File: src/rtl/vote_pkg.sv
// ---------------------------------------------------------------------------
// vote_pkg : shared types and defaults for the majority-vote round controller
// Revision : 1.0
// ---------------------------------------------------------------------------
`default_nettype none

package vote_pkg;

  typedef enum logic [1:0] {
    IDLE    = 2'd0,
    COLLECT = 2'd1,
    DECIDE  = 2'd2
  } state_t;

  localparam int TIMEOUT_DEF = 15;
  localparam int CNT_W_DEF   = 8;
  localparam int N_VOTERS    = 3;
  localparam int TIMER_W     = 8;

endpackage

`default_nettype wire

File: src/rtl/majority.sv
// ---------------------------------------------------------------------------
// majority : combinational 2-of-3 majority voter
// Revision : 1.0
// ---------------------------------------------------------------------------
`default_nettype none

module majority (
  input  logic a,
  input  logic b,
  input  logic c,
  output logic m
);

  assign m = (a & b) | (a & c) | (b & c);

endmodule

`default_nettype wire

File: src/rtl/vote_controller.sv
// ---------------------------------------------------------------------------
// vote_controller : sequences one ballot-collection round among three voters
//                   and returns a registered majority decision
// Revision : 1.0
// ---------------------------------------------------------------------------
`default_nettype none

module vote_controller
  import vote_pkg::*;
#(
  parameter int TIMEOUT = TIMEOUT_DEF,
  parameter int CNT_W   = CNT_W_DEF
) (
  input  logic                clk,
  input  logic                rst,
  input  logic                start,
  input  logic [N_VOTERS-1:0] vote_valid,
  input  logic [N_VOTERS-1:0] vote_bit,
  output logic [N_VOTERS-1:0] vote_ack,
  output logic                busy,
  output logic                result,
  output logic                result_valid,
  output logic                timed_out,
  output logic [N_VOTERS-1:0] voted_mask,
  output logic [CNT_W-1:0]    round_cnt
);

  localparam logic [TIMER_W-1:0] TIMER_LAST = TIMER_W'(TIMEOUT - 1);

  state_t              state;
  state_t              state_nx;
  logic [N_VOTERS-1:0] got;
  logic [N_VOTERS-1:0] bits;
  logic [N_VOTERS-1:0] new_votes;
  logic [N_VOTERS-1:0] got_nx;
  logic [N_VOTERS-1:0] counted;
  logic [TIMER_W-1:0]  timer;
  logic                maj;

  // Only first-time ballots during COLLECT are latched and acknowledged.
  always_comb begin
    new_votes = '0;
    if (state == COLLECT) begin
      new_votes = vote_valid & ~got;
    end
    got_nx   = got | new_votes;
    state_nx = state;
    case (state)
      IDLE:    if (start) state_nx = COLLECT;
      COLLECT: if ((&got_nx) || (timer == TIMER_LAST)) state_nx = DECIDE;
      DECIDE:  state_nx = IDLE;
      default: state_nx = IDLE;
    endcase
  end

  always_ff @(posedge clk or posedge rst) begin
    if (rst) begin
      state <= IDLE;
    end else begin
      state <= state_nx;
    end
  end

  // Missing ballots are forced to 0 before voting.
  assign counted = bits & got;

  majority u_majority (
    .a (counted[0]),
    .b (counted[1]),
    .c (counted[2]),
    .m (maj)
  );

  always_ff @(posedge clk or posedge rst) begin
    if (rst) begin
      got          <= '0;
      bits         <= '0;
      timer        <= '0;
      vote_ack     <= '0;
      result       <= 1'b0;
      result_valid <= 1'b0;
      timed_out    <= 1'b0;
      voted_mask   <= '0;
      round_cnt    <= '0;
    end else begin
      vote_ack     <= new_votes;
      result_valid <= 1'b0;
      case (state)
        IDLE: begin
          if (start) begin
            got   <= '0;
            bits  <= '0;
            timer <= '0;
          end
        end
        COLLECT: begin
          got   <= got_nx;
          bits  <= (bits & ~new_votes) | (vote_bit & new_votes);
          timer <= timer + TIMER_W'(1);
        end
        DECIDE: begin
          result       <= maj;
          voted_mask   <= got;
          timed_out    <= ~&got;
          result_valid <= 1'b1;
          round_cnt    <= round_cnt + CNT_W'(1);
        end
        default: ;
      endcase
    end
  end

  assign busy = (state != IDLE);

endmodule

`default_nettype wire

File: config.mk
export PLATFORM = sky130hd
export DESIGN_NAME = vote_controller
export DESIGN_NICKNAME = d
export VERILOG_FILES = /design/src/rtl/vote_pkg.sv /design/src/rtl/majority.sv /design/src/rtl/vote_controller.sv
export SDC_FILE = /design/constraint.sdc
export NUM_CORES = 1
export LEC_CHECK = 0
export CAP_MARGIN = 25
export CORE_ASPECT_RATIO = 1.2
export CORE_MARGIN = 2
export CORE_UTILIZATION = 46
export DETAILED_ROUTE_END_ITERATION = 8
export GPL_ROUTABILITY_DRIVEN = 0
export PLACE_DENSITY = 0.74
export REMOVE_ABC_BUFFERS = 1
export SYNTH_ARGS = -nofsm -noshare
export SYNTH_HDL_FRONTEND = slang
export SYNTH_SLANG_ARGS = --single-unit
export TNS_END_PERCENT = 5
File: constraint.sdc
create_clock -name clk -period 2.8 [get_ports clk]
set_input_delay 0.56 -clock clk [delete_from_list [all_inputs] [get_ports clk]]
set_output_delay 0.56 -clock clk [all_outputs]
set_load 0.01 [all_outputs]
## Word-level counts from Yosys, hierarchy flattened

Cells that the tools add are included.

| word-level totals | value |
|---|---|
| bits of input ports | 9 |
| word-level logic and storage cells | 49 |
| flip-flop bits (word level) | 33 |
| output and inout bits | 18 |

| cells by class | value |
|---|---|
| add/sub/neg operators | 2 |
| equality and inequality tests | 5 |
| bitwise gates (word level) | 13 |
| muxes and demuxes | 10 |
| reduce and logical (&&, ||, !) cells | 9 |

Operator list:

| kind | count |
|---|---|
| $add A8 B1 Y8 const B | 2 |
| $pmux W8 S2 | 1 |
| $and A3 B3 Y3 | 4 |
| $pmux W3 S2 | 2 |
| $eq A8 B4 Y1 const B | 1 |
| $mux W8 | 1 |
| $mux W3 | 2 |
| $not A3 Y3 | 2 |
| $or A3 B3 Y3 | 2 |
| $reduce_and A3 Y1 | 2 |
| $mux W2 | 2 |
| $pmux W2 S2 | 1 |
| $reduce_and A2 Y1 | 2 |
| $reduce_bool A2 Y1 | 2 |
| $and A1 B1 Y1 | 3 |
| $eq A2 B1 Y1 const B | 1 |
| $eq A2 B2 Y1 const B | 1 |
| $logic_not A2 Y1 | 1 |
| $ne A2 B1 Y1 const B | 1 |
| $ne A2 B2 Y1 const B | 1 |
| $or A1 B1 Y1 | 2 |
| $logic_not A1 Y1 | 1 |
| $logic_or A1 B1 Y1 | 1 |
| $mux W1 | 1 |

## Logic depth before layout (Yosys ltp)

Gate-level depths: netlist of run 1.

| depth | value |
|---|---|
| depth in word-level cells | 8 |
| depth in mapped cells | 4 |
| gate-level depth less buffers | 4 |

## Modules after synthesis

A second synthesis of run 1 with hierarchy kept.

| unflattened totals | value |
|---|---|
| cell total of the unflattened synthesis | 122 |
| area, all modules | 1482.7 um^2 |

Modules (own cells, without submodules):

| module | seq. area each (um^2) | area an instance (um^2) | times used | cells an instance |
|---|---|---|---|---|
| vote_controller | 825.8 | 1471.4 | 1 | 121 |
| majority | 0.0 | 11.3 | 1 | 1 |

## Least setup slack after synthesis of run 1

No wires, ideal clock.

| timing path | value |
|---|---|
| path kind | input-to-reg |
| start point | in start |
| end point | reg timer[4] |
| arrival time | 1.296 ns |
| library setup time | 0.129 ns |
| required time | 2.671 ns |
| buffers on the path | 1 |
| cell stages on the path | 4 |
| setup slack | 1.375 ns |
| cell sequence | or3b_2 buf_2 o211ai_1 o31ai_1 |

| between the ends | value |
|---|---|
| longest elaborated chain between the ends | 2 |

RTL lines:

| what | RTL line | source |
|---|---|---|
| start, declared | vote_controller.sv:16 | `input logic start,` |
| $ne A2 B2 Y1 (no line) | n/a |  |
| $reduce_and A2 Y1 (no line) | n/a |  |
| end signal, assigned | vote_controller.sv:99 | `timer <= timer + TIMER_W'(1);` |
| end, declared | vote_controller.sv:37 | `logic [TIMER_W-1:0] timer;` |

No other way between the ends.
A chain may end at the register's enable or synchronous reset.

## Worst setup path after layout of run 1

| timing path | value |
|---|---|
| start point | reg state[0] |
| end point | out busy |

| between the ends | value |
|---|---|
| longest elaborated chain between the ends | 1 |

RTL lines:

| what | RTL line | source |
|---|---|---|
| start, declared | vote_controller.sv:30 | `state_t state;` |
| start signal, assigned | vote_controller.sv:60 | `state <= state_nx;` |
| $reduce_bool A2 Y1 | vote_controller.sv:113 | `assign busy = (state != IDLE);` |
| end, declared | vote_controller.sv:20 | `output logic busy,` |

No other way between the ends.

==> results.sh, run 1 <==
export IMPL_die_y_um=66.0
export IMPL_track_usage_pct=16.4
export IMPL_crit_arrival_ns=1.73
export IMPL_die_w_um=55.7
export IMPL_io_pins=27
export IMPL_totalWireLength_um=2640
export IMPL_synth_largest_area_cell="dfrtp_1"
export IMPL_yosys_cell_types_count=32
export IMPL_port_buffers=26
export IMPL_vias=1057
export IMPL_finalSetupViolations=0
export IMPL_grt_ovfl_total=0
export IMPL_worstMarginPinSlew_ns=0.429
export IMPL_die_area_mm2=0.00368
export IMPL_max_freq_ghz=0.436
export IMPL_fp_coreArea_mm2=0.00306
export IMPL_grt_pass1_vias=1022
export IMPL_start_util_pct=48.2
export IMPL_drc=0
export IMPL_crit_chain="or2_2 > clkdlybuf4s50_1"
export IMPL_fillerInstances=243
export IMPL_crit_start="state[0]"
export IMPL_postSynthCellCount=129
export IMPL_hp_start="round_cnt[7]"
export IMPL_path_class="flop to primary output"
export IMPL_num_antenna_cells=0
export IMPL_grt_pass1_wl_um=4570
export IMPL_slowest_stage="dfrtp_1"
export IMPL_cp_max_fo=13
export IMPL_slew_viol_final=0
export IMPL_antenna_found_initial=0
export IMPL_avgSynthCellArea_um2=11.4
export IMPL_status="completed"
export IMPL_cts_sinks=33
export IMPL_clk_latency_ns=0.34
export IMPL_power_mw=1.66
export IMPL_yosysWarnings=0
export IMPL_synth_seq_cells=33
export IMPL_via_per_inst=5.39
export IMPL_initialDrtViolationCount=33
export IMPL_skew_ns=0.0135
export IMPL_crit_family="flip-flops"
export IMPL_ir_worst_vdd_uv=674
export IMPL_hp_class="flop to flop"
export IMPL_numCtsBuffers=5
export IMPL_cp_required_ns=2.24
export IMPL_met2WireLength_um=1320
export IMPL_ctsHoldBuffers=0
export IMPL_cts_tree="built"
export IMPL_detail_route_antenna_nets=0
export IMPL_drv_cap=0
export IMPL_synth_area_leaders="dfrtp_1, mux2i_1, nand2_1, xnor2_1, nand4_1"
export IMPL_rsz0062_at_grt="no"
export IMPL_netlist_area_leader_share_pct=56.0
export IMPL_post_route_period_util_pct=81.9
export IMPL_highest_layer="met4"
export IMPL_cp_num_buf_inv=1
export IMPL_setup_tns_final_ns=0
export IMPL_clk_pin_slew_ns=0.09
export IMPL_final_cell_mix="dfrtp_1, clkdlybuf4s50_1, nand2_1"
export IMPL_hold_viol=0
export IMPL_grt_start_max_net_pins=34
export IMPL_whs_ns=0.479
export IMPL_postCtsSetupBuffers=0
export IMPL_clockBufferDepth=2
export IMPL_start_kind="flop"
export IMPL_reg2reg_setup_slack_ns=1.25
export IMPL_fin_nets=171
export IMPL_ctsResizeCount=0
export IMPL_r2r_start="state[0]"
export IMPL_clockRootBuffer="clkbuf_4"
export IMPL_ys_seq_area_share_pct=56.0
export IMPL_route_met3_wl_um=129
export IMPL_wl_met1_um=1180
export IMPL_power_density_mw_per_mm2=908
export IMPL_relSlewSlack_pct=71.4
export IMPL_h_tree_depth=2
export IMPL_drt_pass1_iter_count=4
export IMPL_layout_commonest_cell="dfrtp_1"
export IMPL_final_min_clock_period_ns=2.29
export IMPL_routedWlPerCell_um=13.5
export IMPL_drive_gt1_share_pct=11.3
export IMPL_dpl_hpwl_um=1960
export IMPL_area_growth_pct=24.2
export IMPL_row_count=22
export IMPL_worst_path_largest_cell_delay_ns=0.55
export IMPL_p_leak_nw=0.854
export IMPL_netlist_area_mm2=0.00147
export IMPL_end_kind="primary output"
through the flow:
stage               utilization (%)  cells  area (um2)  setup slack [ns]
global route                   59.9    196        1830             0.411
finish                         59.9    196        1830             0.506
global placement               57.6    188        1760             0.889
floorplan                         -    125        1450              1.40
CTS                            59.9    196        1830             0.489
detailed placement             57.6    188        1760             0.847
final timing paths:
check | to | depth (start not counted)
worst max-delay path | busy | 2
worst min-delay path | round_cnt[7] | 1
worst max register to register | round_cnt[7] | 4
worst min register to register | round_cnt[7] | 1
max in group asynchronous | bits[0] | 3
min in group asynchronous | round_cnt[3] | 3
kinds of logic after synthesis:
kind of cell / count (synthesis) / synth area share [%]
simple gates: 51 / 21.6
flops: 33 / 56.0
compound gates: 16 / 6.71
buf+inv: 11 / 3.56
xor+xnor: 7 / 4.16
mux: 7 / 4.75
fa+ha+maj: 4 / 3.23
Yosys cell counts:
cell,count
a21oi_1,3
a222oi_1,1
a41oi_1,1
and3_1,3
and4b_1,1
and4bb_2,3
buf_2,3
buf_6,1
dfrtp_1,33
ha_1,3
inv_1,6
inv_2,1
maj3_1,1
mux2i_1,7
nand2_1,18
nand2b_1,2
nand3_1,3
nand3b_1,2
nand3b_4,2
nand4_1,7
nor2_1,4
nor2_2,1
nor2b_1,1
nor3_1,1
nor4bb_1,1
o211ai_1,1
o21a_1,1
o21ai_0,7
o31ai_1,2
or2_2,1
or3b_2,1
xnor2_1,7
metal layers:
metal,GRT usage (%),up-vias
met2,25.7,27
met1,20.4,510
met3,4.50,4
met5,0,-
met4,9.76,0
li1,-,516
power by group:
part | switching [mW] | internal (mW)
clock | 0.154 | 0.145
sequential | 0.159 | 0.625
combinational | 0.270 | 0.308
total | 0.584 | 1.08
layout make-up:
class	instances	area, um2	share of cell area, %
well taps	36	45.0	2.46
inverters	7	26.3	1.44
repair buffers	27	268	14.6
multi-input cells	85	596	32.5
clock inverters	1	5.00	0.273
clock buffers	7	65.1	3.55
flip-flops and latches	33	826	45.1
sequential cells by signal (all words and copies together) (netlist names):
| signal | flops |
|---|---|
| timed_out | 1 |
| timer | 8 |
| bits | 3 |
| round_cnt | 8 |
| result | 1 |
| voted_mask | 3 |
| got | 3 |
| result_valid | 1 |
| state | 2 |
| vote_ack | 3 |
(Power assumes the default switching activity.)
==> run 2: changes to the inputs <==
PLACE_DENSITY = 0.76   (was 0.74)
clock period = 2 ns   (was 2.8 ns; I/O delays follow)
==> results.sh, run 2 (synthesis results as in run 1) <==
export IMPL_num_antenna_cells=0
export IMPL_routedWlPerCell_um=14.3
export IMPL_fin_nets=173
export IMPL_fp_coreArea_mm2=0.00306
export IMPL_slew_viol_final=0
export IMPL_io_pins=27
export IMPL_via_per_inst=5.34
export IMPL_path_class="flop to primary output"
export IMPL_power_density_mw_per_mm2=1280
export IMPL_cp_max_fo=2
export IMPL_power_mw=2.37
export IMPL_setup_tns_final_ns=0
export IMPL_numCtsBuffers=5
export IMPL_dpl_hpwl_um=2070
export IMPL_hold_viol=0
export IMPL_dpl_cell_count=190
export IMPL_grt_pass1_vias=1076
export IMPL_end_kind="primary output"
export IMPL_status="completed"
export IMPL_multi_input_area_um2=596
export IMPL_postCtsSetupBuffers=0
export IMPL_die_w_um=55.7
export IMPL_drc=0
export IMPL_cts_tree="built"
export IMPL_die_area_mm2=0.00368
export IMPL_row_count=22
export IMPL_fillerInstances=257
export IMPL_slowest_stage="clkdlybuf4s50_1"
export IMPL_fin_cells=198
export IMPL_hp_class="primary input to async pin"
export IMPL_drv_cap=0
export IMPL_drive_gt1_share_pct=12.3
export IMPL_grt_pass1_wl_um=4840
export IMPL_final_cell_mix="dfrtp_1, clkdlybuf4s50_1, nand2_1"
export IMPL_skew_ns=0.00866
export IMPL_port_buffers=26
export IMPL_worst_path_largest_cell_delay_ns=0.49
export IMPL_finalWorstSetupSlack_ns=0.0765
export IMPL_post_route_period_util_pct=96.2
export IMPL_ctsResizeCount=0
export IMPL_p_leak_nw=0.864
export IMPL_totalWireLength_um=2840
export IMPL_regArea_um2=826
export IMPL_track_usage_pct=17.5
export IMPL_clk_latency_ns=0.33
export IMPL_max_freq_ghz=0.520
export IMPL_crit_family="buffers and inverters"
export IMPL_cp_required_ns=1.60
export IMPL_crit_arrival_ns=1.52
export IMPL_initialDrtViolationCount=21
export IMPL_clockRootBuffer="clkbuf_4"
export IMPL_grt_start_max_net_pins=34
export IMPL_ir_worst_vdd_uv=1090
export IMPL_vias=1057
export IMPL_final_min_clock_period_ns=1.92
export IMPL_antenna_found_initial=0
export IMPL_drt_pass1_iter_count=4
export IMPL_rsz0062_at_grt="no"
export IMPL_ctsHoldBuffers=0
export IMPL_clk_pin_slew_ns=0.10
export IMPL_top_regs="round_cnt x8, timer x8"
export IMPL_pre_cts_ws_ns=0.199
export IMPL_detail_route_antenna_nets=0
export IMPL_h_tree_depth=2
export IMPL_finalSetupViolations=0
export IMPL_grt_ovfl_total=0
export IMPL_start_util_pct=48.2
export IMPL_die_y_um=66.0
export IMPL_cts_sinks=33
export IMPL_start_kind="flop"
export IMPL_clockBufferDepth=2
export IMPL_crit_chain="or2_2 > clkdlybuf4s50_1"
export IMPL_layout_commonest_cell="dfrtp_1"
export IMPL_worstMarginPinSlew_ns=0.436
export IMPL_relSlewSlack_pct=70.6
export IMPL_area_growth_pct=25.2
export IMPL_cp_num_buf_inv=1
run 2: changes by cell type in the layout (fill, tap and decap cells not counted), sizes merged:
cell and delta:
buf +2
run 2: layout make-up:
cell class	instances	share of cell area, %
Clock buffer	7	3.53
Tap cell	36	2.44
Multi-Input combinational cell	85	32.3
Clock inverter	1	0.271
Inverter	7	1.42
Sequential cell	33	44.7
Timing Repair Buffer	29	15.3
run 2: path summary, 6_finish.rpt:
| path | startpoint | depth (start not counted) | slack (ns) | end |
|---|---|---|---|---|
| setup / recovery | state[1] | 2 | 0.08 | busy |
| setup reg to reg | state[0] | 5 | 0.50 | round_cnt[7] |
| max in group asynchronous | rst | 3 | 1.26 | vote_ack[2] |
| min in group clk | round_cnt[7] | 1 | 0.48 | round_cnt[7] |
| hold reg to reg | round_cnt[7] | 1 | 0.48 | round_cnt[7] |
| hold / removal | rst | 3 | 0.44 | round_cnt[2] |
run 2: worst min-delay path, cell delays in order:
cell             delay (ns)
clkdlybuf4s50_1        0.39
inv_1                  0.05
buf_4                  0.36
run 2: through the flow:
stage	hold slack [ns]	area (um2)	util [%]
floorplan	0.446	1450	-
global placement	0.462	1780	58.1
detailed placement	0.462	1780	58.1
CTS	0.439	1850	60.4
global route	0.472	1850	60.4
finish	0.438	1850	60.4
run 2: power by group:
| group | total [mW] | internal (mW) | switching, mW |
|---|---|---|---|
| clock | 0.425 | 0.204 | 0.221 |
| combinational | 0.894 | 0.455 | 0.439 |
| sequential | 1.05 | 0.876 | 0.171 |
run 2: routing by layer:
metal | GRT usage (%) | share of wire [%] | routed length (um) | up-vias
met2 | 29.0 | 51 | 1440 | 27
met4 | 10.1 | 2.2 | 63 | 0
met3 | 5.48 | 4.6 | 130 | 8
met5 | 0 | 0 | 0 | -
li1 | - | - | - | 515
met1 | 19.8 | 43 | 1210 | 507
